[src/rtl/kgp_pkg.sv]
// Shared definitions for the KGP-RISC multicycle control unit: opcodes, FSM
// states, writeback select codes, branch conditions and branch offset decode.
package kgp_pkg;

    // Opcode field IR[31:29]
    localparam logic [2:0] OP_ALU  = 3'b000;
    localparam logic [2:0] OP_ALUI = 3'b001;
    localparam logic [2:0] OP_LD   = 3'b010;
    localparam logic [2:0] OP_ST   = 3'b011;
    localparam logic [2:0] OP_BR   = 3'b100;
    localparam logic [2:0] OP_BAL  = 3'b101;
    localparam logic [2:0] OP_JR   = 3'b110;
    localparam logic [2:0] OP_HALT = 3'b111;

    // Control FSM states
    typedef enum logic [2:0] {
        StFetch,
        StDecode,
        StExec,
        StMem,
        StWb,
        StHalt
    } state_e;

    // Register-file writeback source select
    localparam logic [1:0] WB_ALU = 2'b00;
    localparam logic [1:0] WB_MEM = 2'b01;
    localparam logic [1:0] WB_PC4 = 2'b10;

    // Conditional branch condition codes, IR[4:0]; any other value never branches
    localparam logic [4:0] COND_ALWAYS = 5'd0;
    localparam logic [4:0] COND_ZERO   = 5'd1;
    localparam logic [4:0] COND_SIGN   = 5'd2;
    localparam logic [4:0] COND_CARRY  = 5'd3;

    // ALU function used for address and immediate arithmetic
    localparam logic [4:0] ALU_ADD = 5'd0;

    // Word-aligned branch byte offset. The conditional branch keeps its
    // condition in IR[4:0], so its immediate is the 11-bit field IR[15:5];
    // branch-and-link has no condition and uses the full IR[15:0].
    function automatic logic [31:0] branch_offset(input logic [2:0]  op,
                                                  input logic [15:0] imm);
        if (op == OP_BR) begin
            return {{19{imm[15]}}, imm[15:5], 2'b00};
        end
        return {{14{imm[15]}}, imm[15:0], 2'b00};
    endfunction

endpackage

[src/rtl/kgp_branch_unit.sv]
// Combinational branch resolution: decides whether a control-transfer
// instruction is taken and where it goes, from the opcode, immediate, PC,
// ALU flags and the jump-register operand.
module kgp_branch_unit
    import kgp_pkg::*;
(
    input  logic [2:0]  op_i,
    input  logic [15:0] imm_i,
    input  logic [31:0] pc_i,
    input  logic [31:0] read1_i,
    input  logic        flag_zero_i,
    input  logic        flag_sign_i,
    input  logic        flag_carry_i,
    output logic        taken_o,
    output logic [31:0] target_o,
    output logic [31:0] pc_plus4_o
);

    logic [31:0] br_target;

    // PC arithmetic wraps modulo 2^32
    assign pc_plus4_o = pc_i + 32'd4;
    assign br_target  = pc_plus4_o + branch_offset(op_i, imm_i);

    // Resolve taken/target per opcode; non-transfer opcodes are never taken
    always_comb begin
        taken_o  = 1'b0;
        target_o = br_target;
        case (op_i)
            OP_BR: begin
                case (imm_i[4:0])
                    COND_ALWAYS: taken_o = 1'b1;
                    COND_ZERO:   taken_o = flag_zero_i;
                    COND_SIGN:   taken_o = flag_sign_i;
                    COND_CARRY:  taken_o = flag_carry_i;
                    default:     taken_o = 1'b0;
                endcase
            end
            OP_BAL: begin
                taken_o = 1'b1;
            end
            OP_JR: begin
                taken_o  = 1'b1;
                target_o = read1_i;
            end
            default: begin
                taken_o  = 1'b0;
                target_o = pc_plus4_o;
            end
        endcase
    end

endmodule

[src/rtl/kgp_control_fsm.sv]
// Multicycle control unit for the KGP-RISC core. Sequences FETCH, DECODE,
// EXEC, MEM and WB, owns the PC and the instruction register, and drives the
// register-file, ALU and memory controls. All control outputs are registered
// and describe the state currently held in state_q.
module kgp_control_fsm
    import kgp_pkg::*;
#(
    parameter logic [31:0] RESET_PC     = 32'h0000_0000,
    parameter int unsigned MEM_WAIT_MAX = 16
) (
    input  logic        clock,
    input  logic        reset,
    input  logic [31:0] imem_rdata,
    input  logic        imem_ready,
    output logic        imem_req,
    output logic [31:0] pc,
    input  logic        dmem_ready,
    output logic        dmem_req,
    output logic        dmem_we,
    input  logic [31:0] read1,
    input  logic        flag_zero,
    input  logic        flag_sign,
    input  logic        flag_carry,
    output logic [4:0]  reg1,
    output logic [4:0]  reg2,
    output logic        reg_write,
    output logic        reg_dest,
    output logic [4:0]  alu_op,
    output logic        alu_src_imm,
    output logic [1:0]  wb_sel,
    output logic        halted
);

    localparam int unsigned     CntW     = $clog2(MEM_WAIT_MAX + 1);
    localparam logic [CntW-1:0] WaitLast = CntW'(MEM_WAIT_MAX - 1);

    state_e          state_q;
    logic [31:0]     pc_q;
    logic [31:0]     ir_q;
    logic [CntW-1:0] wait_cnt_q;

    logic            imem_req_q;
    logic            dmem_req_q;
    logic            dmem_we_q;
    logic            reg_write_q;
    logic            reg_dest_q;
    logic [4:0]      alu_op_q;
    logic            alu_src_imm_q;
    logic [1:0]      wb_sel_q;
    logic            halted_q;

    logic [2:0]      op;
    logic            br_taken;
    logic [31:0]     br_target;
    logic [31:0]     pc_plus4;
    logic            unused_ir_bits;

    assign op             = ir_q[31:29];
    assign unused_ir_bits = ^ir_q[28:26];

    kgp_branch_unit u_branch (
        .op_i         (op),
        .imm_i        (ir_q[15:0]),
        .pc_i         (pc_q),
        .read1_i      (read1),
        .flag_zero_i  (flag_zero),
        .flag_sign_i  (flag_sign),
        .flag_carry_i (flag_carry),
        .taken_o      (br_taken),
        .target_o     (br_target),
        .pc_plus4_o   (pc_plus4)
    );

    // State, PC, IR and registered outputs; outputs are loaded for the state being entered
    always_ff @(posedge clock) begin
        if (!reset) begin
            state_q       <= StFetch;
            pc_q          <= RESET_PC;
            ir_q          <= '0;
            wait_cnt_q    <= '0;
            imem_req_q    <= 1'b0;
            dmem_req_q    <= 1'b0;
            dmem_we_q     <= 1'b0;
            reg_write_q   <= 1'b0;
            reg_dest_q    <= 1'b0;
            alu_op_q      <= '0;
            alu_src_imm_q <= 1'b0;
            wb_sel_q      <= WB_ALU;
            halted_q      <= 1'b0;
        end else begin
            imem_req_q    <= 1'b0;
            dmem_req_q    <= 1'b0;
            dmem_we_q     <= 1'b0;
            reg_write_q   <= 1'b0;
            reg_dest_q    <= 1'b0;
            alu_op_q      <= '0;
            alu_src_imm_q <= 1'b0;
            wb_sel_q      <= WB_ALU;

            unique case (state_q)
                StFetch: begin
                    // The request is low for one cycle after reset, so only
                    // accept a response to a request actually presented.
                    if (imem_req_q && imem_ready) begin
                        ir_q    <= imem_rdata;
                        state_q <= StDecode;
                    end else begin
                        imem_req_q <= 1'b1;
                    end
                end

                StDecode: begin
                    if (op == OP_HALT) begin
                        state_q  <= StHalt;
                        halted_q <= 1'b1;
                    end else begin
                        state_q       <= StExec;
                        alu_op_q      <= (op == OP_ALU) ? ir_q[4:0] : ALU_ADD;
                        alu_src_imm_q <= (op == OP_ALUI) || (op == OP_LD) || (op == OP_ST);
                    end
                end

                StExec: begin
                    unique case (op)
                        OP_ALU, OP_ALUI: begin
                            state_q     <= StWb;
                            reg_write_q <= 1'b1;
                            reg_dest_q  <= 1'b0;
                            wb_sel_q    <= WB_ALU;
                        end
                        OP_LD, OP_ST: begin
                            state_q    <= StMem;
                            wait_cnt_q <= '0;
                            dmem_req_q <= 1'b1;
                            dmem_we_q  <= (op == OP_ST);
                        end
                        OP_BR, OP_JR: begin
                            pc_q       <= br_taken ? br_target : pc_plus4;
                            state_q    <= StFetch;
                            imem_req_q <= 1'b1;
                        end
                        OP_BAL: begin
                            state_q    <= StWb;
                            reg_dest_q <= 1'b1;
                            wb_sel_q   <= WB_PC4;
                        end
                        default: begin
                            // HALT is diverted in DECODE and cannot get here
                            state_q  <= StHalt;
                            halted_q <= 1'b1;
                        end
                    endcase
                end

                StMem: begin
                    if (dmem_ready) begin
                        wait_cnt_q <= '0;
                        if (op == OP_LD) begin
                            state_q     <= StWb;
                            reg_write_q <= 1'b1;
                            reg_dest_q  <= 1'b1;
                            wb_sel_q    <= WB_MEM;
                        end else begin
                            pc_q       <= pc_plus4;
                            state_q    <= StFetch;
                            imem_req_q <= 1'b1;
                        end
                    end else if (wait_cnt_q == WaitLast) begin
                        // Data memory never answered: give up and halt
                        state_q  <= StHalt;
                        halted_q <= 1'b1;
                    end else begin
                        wait_cnt_q <= wait_cnt_q + CntW'(1);
                        dmem_req_q <= 1'b1;
                        dmem_we_q  <= dmem_we_q;
                    end
                end

                StWb: begin
                    // Branch-and-link writes PC+4 to r31 and jumps to its target
                    pc_q       <= (op == OP_BAL) ? br_target : pc_plus4;
                    state_q    <= StFetch;
                    imem_req_q <= 1'b1;
                end

                StHalt: begin
                    halted_q <= 1'b1;
                end

                default: begin
                    state_q  <= StHalt;
                    halted_q <= 1'b1;
                end
            endcase
        end
    end

    assign imem_req    = imem_req_q;
    assign pc          = pc_q;
    assign dmem_req    = dmem_req_q;
    assign dmem_we     = dmem_we_q;
    assign reg_write   = reg_write_q;
    assign reg_dest    = reg_dest_q;
    assign alu_op      = alu_op_q;
    assign alu_src_imm = alu_src_imm_q;
    assign wb_sel      = wb_sel_q;
    assign halted      = halted_q;

    // Register addresses follow IR; parked at zero while halted
    assign reg1 = (state_q == StHalt) ? 5'd0 : ir_q[25:21];
    assign reg2 = (state_q == StHalt) ? 5'd0 : ir_q[20:16];

endmodule

[config.mk]
export PLATFORM = sky130hd
export DESIGN_NAME = kgp_control_fsm
export DESIGN_NICKNAME = d
export VERILOG_FILES = /design/src/rtl/kgp_pkg.sv /design/src/rtl/kgp_branch_unit.sv /design/src/rtl/kgp_control_fsm.sv
export SDC_FILE = /design/constraint.sdc
export NUM_CORES = 1
export LEC_CHECK = 0
export ABC_AREA = 1
export CAP_MARGIN = 20
export CORE_MARGIN = 2
export CORE_UTILIZATION = 37
export DETAILED_ROUTE_END_ITERATION = 10
export SYNTH_ARGS = -nofsm -noshare
export SYNTH_HDL_FRONTEND = slang
export SYNTH_SLANG_ARGS = --single-unit
export TNS_END_PERCENT = 1
[constraint.sdc]
create_clock -name clock -period 4.4 [get_ports clock]
set_input_delay 0.44 -clock clock [delete_from_list [all_inputs] [get_ports clock]]
set_output_delay 0.44 -clock clock [all_outputs]
set_load 0.005 [all_outputs]
==> results of run 1 <==
## registers in the layout (all words and copies together) (netlist names), 2 cells and up
name        count
pc             32
ir_q           29
alu_op          5
wait_cnt_q      5
state_q         3
wb_sel          2
## per-stage QoR
step	total power [mW]	instance area, um2
2_1_floorplan	2.11	7010
3_3_place_gp	2.74	8500
3_5_place_dp	2.74	8500
4_1_cts	3.57	8820
5_1_grt	3.84	8870
6_report	3.58	8870
## synth_stat cells, types with 3 or more instances
cell type	number	area [um2]
a211oi_1	6	45.0
a21oi_1	109	546
a21oi_2	3	26.3
a221oi_1	5	43.8
a31oi_1	12	75.1
buf_2	7	35.0
clkbuf_1	25	93.8
dfxtp_1	83	1660
ha_1	36	450
inv_1	157	589
inv_2	7	26.3
nand2_1	254	953
nand2_2	13	81.3
nand3_1	85	425
nand3_4	3	52.6
nand4_1	23	144
nor2_1	73	274
nor2_2	6	37.5
nor2_4	5	56.3
nor3_1	18	90.1
nor3_2	3	30.0
nor4_1	4	25.0
o211ai_1	5	37.5
o21ai_0	123	616
o21ai_1	5	25.0
o21bai_1	4	30.0
or2_2	5	31.3
xnor2_1	5	43.8
xor2_1	20	175
## critical path, cell delays in order, from the launching register on
cell,delay (ns)
dfxtp_1,0.41
ha_1,0.29
nand3_4,0.15
nor3_2,0.18
nand2_1,0.14
nor3_1,0.22
nand3_2,0.16
nor3_2,0.19
xor2_1,0.20
inv_1,0.09
ha_1,0.38
nand2_1,0.14
nor2_1,0.12
inv_1,0.07
nor3_1,0.24
nand4_1,0.23
nand3_1,0.13
nand2_1,0.06
nand3_1,0.14
nand2_1,0.08
a21oi_1,0.15
a21oi_1,0.08
## power breakdown
part / leakage [nW] / total, mW / internal (mW) / switching, mW
logic: 3.17 / 1.76 / 0.635 / 1.12
clock network: 0.158 / 0.825 / 0.479 / 0.346
registers: 0.674 / 0.999 / 0.877 / 0.122
## per-layer routing
| metal | GRT usage | up-vias | share of wire |
|---|---|---|---|
| li1 | - | 4021 | - |
| met1 | 0.338 | 3570 | 0.47 |
| met2 | 0.393 | 215 | 0.45 |
| met3 | 0.0503 | 30 | 0.063 |
| met4 | 0.0668 | 0 | 0.017 |
| met5 | 0 | - | 0 |
## worst paths after layout
check	endpoint	slack, ns	cells past startpoint
setup / recovery	pc[29]	0.44	21
hold / removal	halted	0.45	2
setup reg to reg	pc[29]	0.44	21
hold reg to reg	halted	0.45	2
## cells by family after synthesis
family | after synthesis
XOR/XNOR | 25
AND/OR/NAND/NOR | 504
buffers and inverters | 200
adder cells (fa/ha/maj) | 37
AO/OA/AOI/OAI | 286
flip-flops | 83
## repair_timing
item / CTS / global route
gates resized for setup: 0 / 9
setup endpoints to repair: 0 / 2
hold endpoints to repair: 0 / 0
setup buffers: 0 / 0
## layout make-up
type	count	area, um2
inverter	165	619
timing repair buffer	140	1360
sequential	83	1660
multi-input combinational	852	4610
fill	1966	9770
clock inverter	5	67.6
clock buffer	11	253
tap	234	293
==> impl_metrics.env, run 1 <==
export IMPL_outcome="finished, final reports clean"
export IMPL_drt_iter0_drc=495
export IMPL_drtAntennaViolNets=0
export IMPL_maxSlewHeadroom=0.376
export IMPL_powerDensity_nw_per_um2=404
export IMPL_wirelength_um=24600
export IMPL_yosys_warnings=0
export IMPL_setup_viol=0
export IMPL_drtPass1Iterations=4
export IMPL_synthDistinctLibCells=53
export IMPL_worstSkewPairLatency_ns=0.36
export IMPL_r2r_start="pc[3]"
export IMPL_synthFlopType="dfxtp_1"
export IMPL_crit_fanout=5
export IMPL_rsz0062_at_grt="no"
export IMPL_total_leakage_power_nw=4.00
export IMPL_final_hold_viol_count=0
export IMPL_synth_edf_count=0
export IMPL_port_buffers=123
export IMPL_gp_congestion=0.928
export IMPL_end_kind="register"
export IMPL_grt_pass1_vias=7343
export IMPL_final_common_cell="nand2_1"
export IMPL_async_reset_ff_frac=0
export IMPL_synth_fa_ha_area_frac=0.0672
export IMPL_dp_cells=1474
export IMPL_num_vias=7836
export IMPL_synth_area_mux_share=0
export IMPL_worst_slack_ns=0.439
export IMPL_maxCapViolCount=0
export IMPL_clock_skew_final_ns=0.00912
export IMPL_postSynthCellCount=1135
export IMPL_period_minus_slack_ns=3.96
export IMPL_root_buffer="clkbuf_16"
export IMPL_final_core_util=0.476
export IMPL_final_cell_mix="254 x nand2_1, 157 x inv_1, 123 x o21ai_0, 123 x clkdlybuf4s50_1, 109 x a21oi_1"
export IMPL_cts_tree="yes"
export IMPL_instances_no_fill=1490
export IMPL_synth_avg_cell_area_um2=6.17
export IMPL_slew_violations=0
export IMPL_hpwlAfterDp_um=19200
export IMPL_routedWlPerCell_um=16.5
export IMPL_whs_ns=0.454
export IMPL_fmax_mhz=252
export IMPL_synthToLayoutAreaGrowth_pct=26.6
export IMPL_grt_overflow_total=0
export IMPL_viasPerCell=5.26
export IMPL_pre_cts_ws_ns=0.433
export IMPL_diodes=0
export IMPL_worstPathArrival_ns=4.20
export IMPL_critPathKind="register to register"
export IMPL_min_path_type="register to register"
export IMPL_clockBufferDepth=2
export IMPL_htree_levels=3
export IMPL_synth_compound_area_frac=0.223
export IMPL_fp_dieW_um=142
export IMPL_cts_clk_slew_worst_paths_ns=0.07
export IMPL_drive_above_1_share=0.0748
export IMPL_die_h_um=142
export IMPL_synth_area_um2=7010
export IMPL_row_count=50
export IMPL_cp_required_ns=4.64
export IMPL_synthSimpleGateAreaFrac=0.331
export IMPL_start_util=0.376
export IMPL_clock_sinks=83
export IMPL_syn_num_nets=1243
export IMPL_drc=0
export IMPL_ys_seq_elements=83
export IMPL_ir_worst_vdd_mv=0.235
export IMPL_period_share=0.900
export IMPL_numCtsBuffers=9
export IMPL_synth_xor_area_share=0.0313
export IMPL_setup_tns_ns=0
export IMPL_grt_pass1_wl_um=38700
export IMPL_final_nets=1359
export IMPL_crit_path_start_kind="register"
export IMPL_synth_top_family_by_area="simple AND/OR/NAND/NOR gates"
export IMPL_synth_seq_area_share=0.237
export IMPL_postCtsHoldBufs=0
export IMPL_grt_max_degree=49
export IMPL_startpoint="pc[3]"
export IMPL_die_area_um2=20100
export IMPL_antenna_found_initial=0
export IMPL_holdCritStartpoint="halted"
export IMPL_io_pins=127
export IMPL_tightest_slew_ns=0.937
export IMPL_grtUsageTotal=0.246
export IMPL_core_area_um2=18600
(Power assumes the default switching activity.)
==> inputs of run 2 (changes only) <==
--- a/config.mk
+++ b/config.mk
@@ -6,9 +6,9 @@
 export NUM_CORES = 1
 export LEC_CHECK = 0
-export ABC_AREA = 1
 export CAP_MARGIN = 20
 export CORE_MARGIN = 2
 export CORE_UTILIZATION = 37
 export DETAILED_ROUTE_END_ITERATION = 10
+export REMOVE_ABC_BUFFERS = 1
 export SYNTH_ARGS = -nofsm -noshare
 export SYNTH_HDL_FRONTEND = slang
==> constraint.sdc (replaced) <==
create_clock -name clock -period 4.4 [get_ports clock]
set_input_delay 0.88 -clock clock [delete_from_list [all_inputs] [get_ports clock]]
set_output_delay 0.88 -clock clock [all_outputs]
set_load 0.005 [all_outputs]
==> run 2 against run 1 <==
  * Synthesized cell count down 21%
  * Non-clock buffer count grew 8
  * Via count decreased by 12%
  * Clock power fell by 7.2%
  * Core utilization grew 0.87 points
  * Critical path depth down 6
  * Clock skew fell by 0.0013 ns
  * Sequential power up 6%
  * Area after synthesis is 6.4% lower
  * Critical endpoint is now pc[27]
  * Largest cell class unchanged
  * Highest routed layer unchanged
==> impl_metrics.env, run 2 <==
export IMPL_fmax_mhz=245
export IMPL_row_count=48
export IMPL_setup_viol=0
export IMPL_die_h_um=137
export IMPL_htree_levels=3
export IMPL_final_nets=1111
export IMPL_critPathTopFamily="compound AO/OA/AOI/OAI gates"
export IMPL_antenna_found_initial=0
export IMPL_synth_edf_count=0
export IMPL_synth_seq_area_share=0.253
export IMPL_async_reset_ff_frac=0
export IMPL_wirelength_um=21600
export IMPL_crit_chain="ha_1, nand3_4, nor2_1, and3_1, xor2_1, ha_1, a21oi_1, o211ai_1, o22ai_1, o31ai_4, a31o_1, nor2b_1, a311o_1, a31oi_1, nor3_1"
export IMPL_numCtsBuffers=9
export IMPL_cp_required_ns=4.64
export IMPL_crit_slowest_cell="dfxtp_1"
export IMPL_period_minus_slack_ns=4.08
export IMPL_end_kind="register"
export IMPL_grt_max_degree=54
export IMPL_synth_top_area_cell="dfxtp_1"
export IMPL_synthToLayoutAreaGrowth_pct=27.8
export IMPL_synthFlopType="dfxtp_1"
export IMPL_clockBufferDepth=2
export IMPL_cp_buffers_inverters=0
export IMPL_final_cell_mix="164 x nand2_1, 123 x clkdlybuf4s50_1, 100 x a21oi_1, 83 x dfxtp_1, 62 x nor2_1"
export IMPL_gp_congestion=0.898
export IMPL_slowest_delay_ns=0.43
export IMPL_post_cts_buffers=0
export IMPL_drtAntennaViolNets=0
export IMPL_fp_dieW_um=137
export IMPL_drive_above_1_share=0.0655
export IMPL_drc=0
export IMPL_setup_tns_ns=0
export IMPL_tightest_slew_ns=1.05
export IMPL_ys_seq_elements=83
export IMPL_grt_overflow_total=0
export IMPL_synthDistinctLibCells=79
export IMPL_powerDensity_nw_per_um2=443
export IMPL_io_pins=127
export IMPL_grtUsageTotal=0.231
export IMPL_root_buffer="clkbuf_16"
export IMPL_ir_worst_vdd_mv=0.198
export IMPL_min_path_type="register to register"
export IMPL_cts_tree="yes"
export IMPL_critPathKind="register to register"
export IMPL_postCtsHoldBufs=0
export IMPL_final_common_cell="nand2_1"
export IMPL_worstSkewPairLatency_ns=0.35
export IMPL_drtPass1Iterations=5
export IMPL_period_share=0.928
export IMPL_post_cts_resized=0
export IMPL_port_buffers=123
export IMPL_rsz0062_at_grt="no"
export IMPL_crit_top_cell="ha_1"
export IMPL_gr_usage_met3=0.0456
export IMPL_slew_violations=0
export IMPL_diodes=0
export IMPL_yosys_warnings=0
export IMPL_synth_top_area_share=0.253
export IMPL_final_hold_viol_count=0
export IMPL_synth_area_um2=6560
export IMPL_final_core_util=0.484
export IMPL_die_area_um2=18800
export IMPL_grt_pass1_wl_um=34000
export IMPL_core_area_um2=17300
export IMPL_grt_use_met2=0.359
export IMPL_drt_iter0_drc=633
export IMPL_grt_pass1_vias=6412
export IMPL_largest_reg_flops=32
export IMPL_synth_area_leaders="dfxtp_1 25%, nand2_1 9.4%, a21oi_1 7.6%"
export IMPL_synthTopCellsByCount="164 x nand2_1, 100 x a21oi_1, 83 x dfxtp_1, 62 x nor2_1, 57 x o21ai_0"
export IMPL_crit_fanout=7
export IMPL_yosysMostFrequentCell="nand2_1"
export IMPL_synth_avg_cell_area_um2=7.30
export IMPL_met1_usage=0.318
export IMPL_cts_clk_slew_worst_paths_ns=0.07
export IMPL_postSynthCellCount=898
export IMPL_maxCapViolCount=0
export IMPL_worstPathArrival_ns=4.32
export IMPL_outcome="finished, final reports clean"
export IMPL_clock_skew_final_ns=0.00779
export IMPL_num_vias=6897
export IMPL_crit_path_start_kind="register"
export IMPL_top_usage_layer="met2"
export IMPL_hpwlAfterDp_um=15200
export IMPL_clock_sinks=83
export IMPL_total_leakage_power_nw=3.35
export IMPL_start_util=0.379
export IMPL_viasPerCell=5.60
export IMPL_maxSlewHeadroom=0.299
export IMPL_routedWlPerCell_um=17.5
-- run 2: changes by cell type after synthesis, sizes merged, moves of 18 or more --
cell / change
inv: -151
o21ai: -69
xnor2: +25
nor2: -22
nand2: -105
nand3: -60
clkbuf: +24
and2: +18
-- run 2: area by class of cell --
cell class | count | area (um2)
multi-input combinational | 748 | 4650
clock buffer | 11 | 233
clock inverter | 4 | 52.6
fill | 1782 | 8920
sequential | 83 | 1660
inverter | 13 | 48.8
timing repair buffer | 148 | 1450
tap | 225 | 282
-- run 2: power breakdown --
| group | switching, mW | internal (mW) |
|---|---|---|
| combinational | 1.08 | 0.801 |
| sequential | 0.178 | 0.883 |
| clock | 0.327 | 0.439 |
| total | 1.59 | 2.12 |
-- run 2: metal layers --
metal | wire length [um] | vias to the layer above
li1 | - | 3446
met1 | 9940 | 3170
met2 | 9550 | 254
met3 | 1680 | 27
met4 | 384 | 0
met5 | 0 | -
-- run 2: kinds of logic after synthesis --
logic type,Yosys count,share of synthesized area
adders and majority gates,37,0.0718
AOI/OAI and AO/OA,276,0.270
DFF,83,0.253
and+or+nand+nor,371,0.276
xor gates and xnor gates,54,0.0733
muxes,10,0.0170
buffers and inverters,67,0.0389
-- run 2: worst paths after layout --
| path | startpoint | to | slack, ns | cells past startpoint |
|---|---|---|---|---|
| worst max-delay path | pc[3] | pc[27] | 0.32 | 15 |
| worst min-delay path | ir_q[20] | ir_q[20] | 0.45 | 2 |
| worst max register to register | pc[3] | pc[27] | 0.32 | 15 |
| worst min register to register | ir_q[20] | ir_q[20] | 0.45 | 2 |
-- run 2: tightest hold or removal path, delay by kind of cell, from the launching register on --
family,cells,cell delay [ns]
AO/OA/AOI/OAI,1,0.05
flip-flops,1,0.31
AND/OR/NAND/NOR,1,0.05
-- run 2: through the flow --
stage	instance area, um2	setup slack, ns	hold WS, ns	total power [mW]	cells
floorplan	6350	0.531	0.432	2.19	844
global placement	8040	0.374	0.437	2.88	1215
detailed placement	8040	0.353	0.442	2.90	1215
CTS	8330	0.321	0.451	3.67	1230
global route	8380	0.0614	0.470	3.97	1232
finish	8380	0.317	0.450	3.71	1232
==> inputs of run 3 (changes only) <==
GPL_TIMING_DRIVEN = 0   (was default)
TNS_END_PERCENT = 50   (was 1)
==> run 3 against run 2 <==
  * Combinational power is essentially flat
  * Hold slack about the same
  * Worst setup slack worse by 0.096 ns
  * Global-route usage shrank 0.11 points
  * Die area unchanged
  * Clock skew down 0.0026 ns
  * Critical path depth unchanged
  * Final area decreased by 0.16%
  * Final cell count decreased by 1.4%
  * Fmax shrank 2.3%
==> impl_metrics.env, run 3 (same netlist as run 2, synthesis figures left out) <==
export IMPL_outcome="finished, final reports clean"
export IMPL_cp_num_cells=15
export IMPL_grt_max_degree=54
export IMPL_hpwlAfterDp_um=15300
export IMPL_routedWlPerCell_um=17.7
export IMPL_end_kind="register"
export IMPL_diodes=0
export IMPL_worstPathArrival_ns=4.41
export IMPL_maxSlewHeadroom=0.239
export IMPL_cp_required_ns=4.63
export IMPL_dpl_cell_area_um2=7950
export IMPL_crit_path_start_kind="register"
export IMPL_cp_buffers_inverters=0
export IMPL_postCtsHoldBufs=0
export IMPL_clock_sinks=83
export IMPL_clockBufferDepth=2
export IMPL_final_cell_mix="164 x nand2_1, 123 x clkdlybuf4s50_1, 99 x a21oi_1, 80 x dfxtp_1, 61 x nor2_1"
export IMPL_clock_skew_final_ns=0.00520
export IMPL_cts_tree="yes"
export IMPL_dp_cells=1197
export IMPL_setup_viol=0
export IMPL_grt_pass1_wl_um=33700
export IMPL_post_cts_resized=3
export IMPL_row_count=48
export IMPL_tightest_slew_ns=1.13
export IMPL_reg2reg_depth=15
export IMPL_r2r_end="pc[27]"
export IMPL_largest_reg_flops=32
export IMPL_maxCapViolCount=0
export IMPL_fmax_mhz=239
export IMPL_powerDensity_nw_per_um2=443
export IMPL_htree_levels=3
export IMPL_wirelength_um=21500
export IMPL_port_buffers=123
export IMPL_root_buffer="clkbuf_16"
export IMPL_ir_worst_vdd_mv=0.291
export IMPL_start_util=0.379
export IMPL_fp_dieW_um=137
export IMPL_post_cts_buffers=0
export IMPL_drtPass1Iterations=5
export IMPL_grtUsageTotal=0.230
export IMPL_ff2ff_setup_slack_ns=0.22
export IMPL_gp_congestion=0.897
export IMPL_crit_slowest_cell="dfxtp_1"
export IMPL_min_path_type="register to register"
export IMPL_period_minus_slack_ns=4.18
export IMPL_critPathTopFamily="compound AO/OA/AOI/OAI gates"
export IMPL_drc=0
export IMPL_final_hold_viol_count=0
export IMPL_num_vias=6831
export IMPL_worstSetupEndpoint="pc[27]"
export IMPL_final_area_um2=8360
export IMPL_crit_fanout=7
export IMPL_instances_no_fill=1215
export IMPL_drtAntennaViolNets=0
export IMPL_antenna_found_initial=0
export IMPL_die_area_um2=18800
export IMPL_setup_tns_ns=0
export IMPL_cts_clk_slew_worst_paths_ns=0.06
export IMPL_startpoint="pc[2]"
export IMPL_die_h_um=137
export IMPL_slew_violations=0
export IMPL_core_area_um2=17300
export IMPL_grt_overflow_total=0
export IMPL_period_share=0.950
export IMPL_total_leakage_power_nw=3.32
export IMPL_critPathKind="register to register"
export IMPL_r2r_start="pc[2]"
export IMPL_numCtsBuffers=9
export IMPL_viasPerCell=5.62
export IMPL_io_pins=127
export IMPL_drt_iter0_drc=489
export IMPL_final_common_cell="nand2_1"
export IMPL_crit_chain="ha_2, nand3_4, nor2_2, and3_1, xor2_1, ha_1, a21oi_1, o211ai_1, o22ai_2, o31ai_4, a31o_1, nor2b_1, a311o_1, a31oi_1, nor3_1"
export IMPL_final_nets=1094
export IMPL_rsz0062_at_grt="no"
export IMPL_slowest_delay_ns=0.46
export IMPL_worstSkewPairLatency_ns=0.35
export IMPL_grt_pass1_vias=6448
export IMPL_synthToLayoutAreaGrowth_pct=27.6
export IMPL_drive_above_1_share=0.0636
run 3: changes by cell type in the layout (fill, tap and decap cells not counted), moves of 2 or more:
cell | before | now
buf_6 | 0 | 2
buf_8 | 1 | 4
dfxtp_2 | 0 | 2
buf_4 | 23 | 0
dfxtp_1 | 83 | 80
clkbuf_8 | 0 | 2
nor3_1 | 22 | 20
run 3: metal layers:
| metal | global-route usage | up-vias | wire length (um) |
|---|---|---|---|
| met5 | 0 | - | 0 |
| met4 | 0.0842 | 0 | 469 |
| met3 | 0.0478 | 35 | 1620 |
| met2 | 0.362 | 238 | 9430 |
| met1 | 0.310 | 3142 | 9930 |
| li1 | - | 3416 | - |
run 3: worst min path at each step:
stage | start | endpoint | cells after the start | slack, ns
6_report | ir_q[20] | ir_q[20] | 2 | 0.45
5_1_grt | ir_q[22] | ir_q[22] | 2 | 0.46
4_1_cts | ir_q[18] | ir_q[18] | 2 | 0.45
3_5_place_dp | ir_q[18] | ir_q[18] | 2 | 0.44
3_3_place_gp | ir_q[16] | ir_q[16] | 2 | 0.44
2_1_floorplan | ir_q[16] | ir_q[16] | 2 | 0.43
run 3: area by class of cell:
class	instances	area, um2
fill	1769	8930
multi-input combinational	748	4720
sequential	83	1670
timing repair buffer	131	1370
tap	225	282
clock buffer	12	256
inverter	13	48.8
clock inverter	3	22.5
run 3: worst reg2reg max path, cell delays in order, from the launching register on:
cell,delay (ns)
dfxtp_1,0.46
ha_2,0.30
nand3_4,0.15
nor2_2,0.32
and3_1,0.27
xor2_1,0.29
ha_1,0.33
a21oi_1,0.27
o211ai_1,0.15
o22ai_2,0.26
o31ai_4,0.16
a31o_1,0.31
nor2b_1,0.17
a311o_1,0.36
a31oi_1,0.17
nor3_1,0.09
run 3: through the flow:
step	utilization	hold WS [ns]	total power [mW]	setup WS [ns]
6_report	0.484	0.449	3.70	0.220
5_1_grt	0.484	0.465	3.96	0.00715
4_1_cts	0.476	0.451	3.64	0.0436
3_5_place_dp	0.459	0.443	2.90	-0.166
3_3_place_gp	0.455	0.438	2.83	-1.27
2_1_floorplan	-	0.432	2.19	0.531
run 3: power breakdown:
part           leakage (nW)  switching [mW]  internal (mW)  total (mW)
Sequential            0.675           0.220          0.884        1.10
Combinational          2.50            1.05          0.816        1.86
Clock                 0.139           0.325          0.413       0.738
Total                  3.32            1.59           2.11        3.70
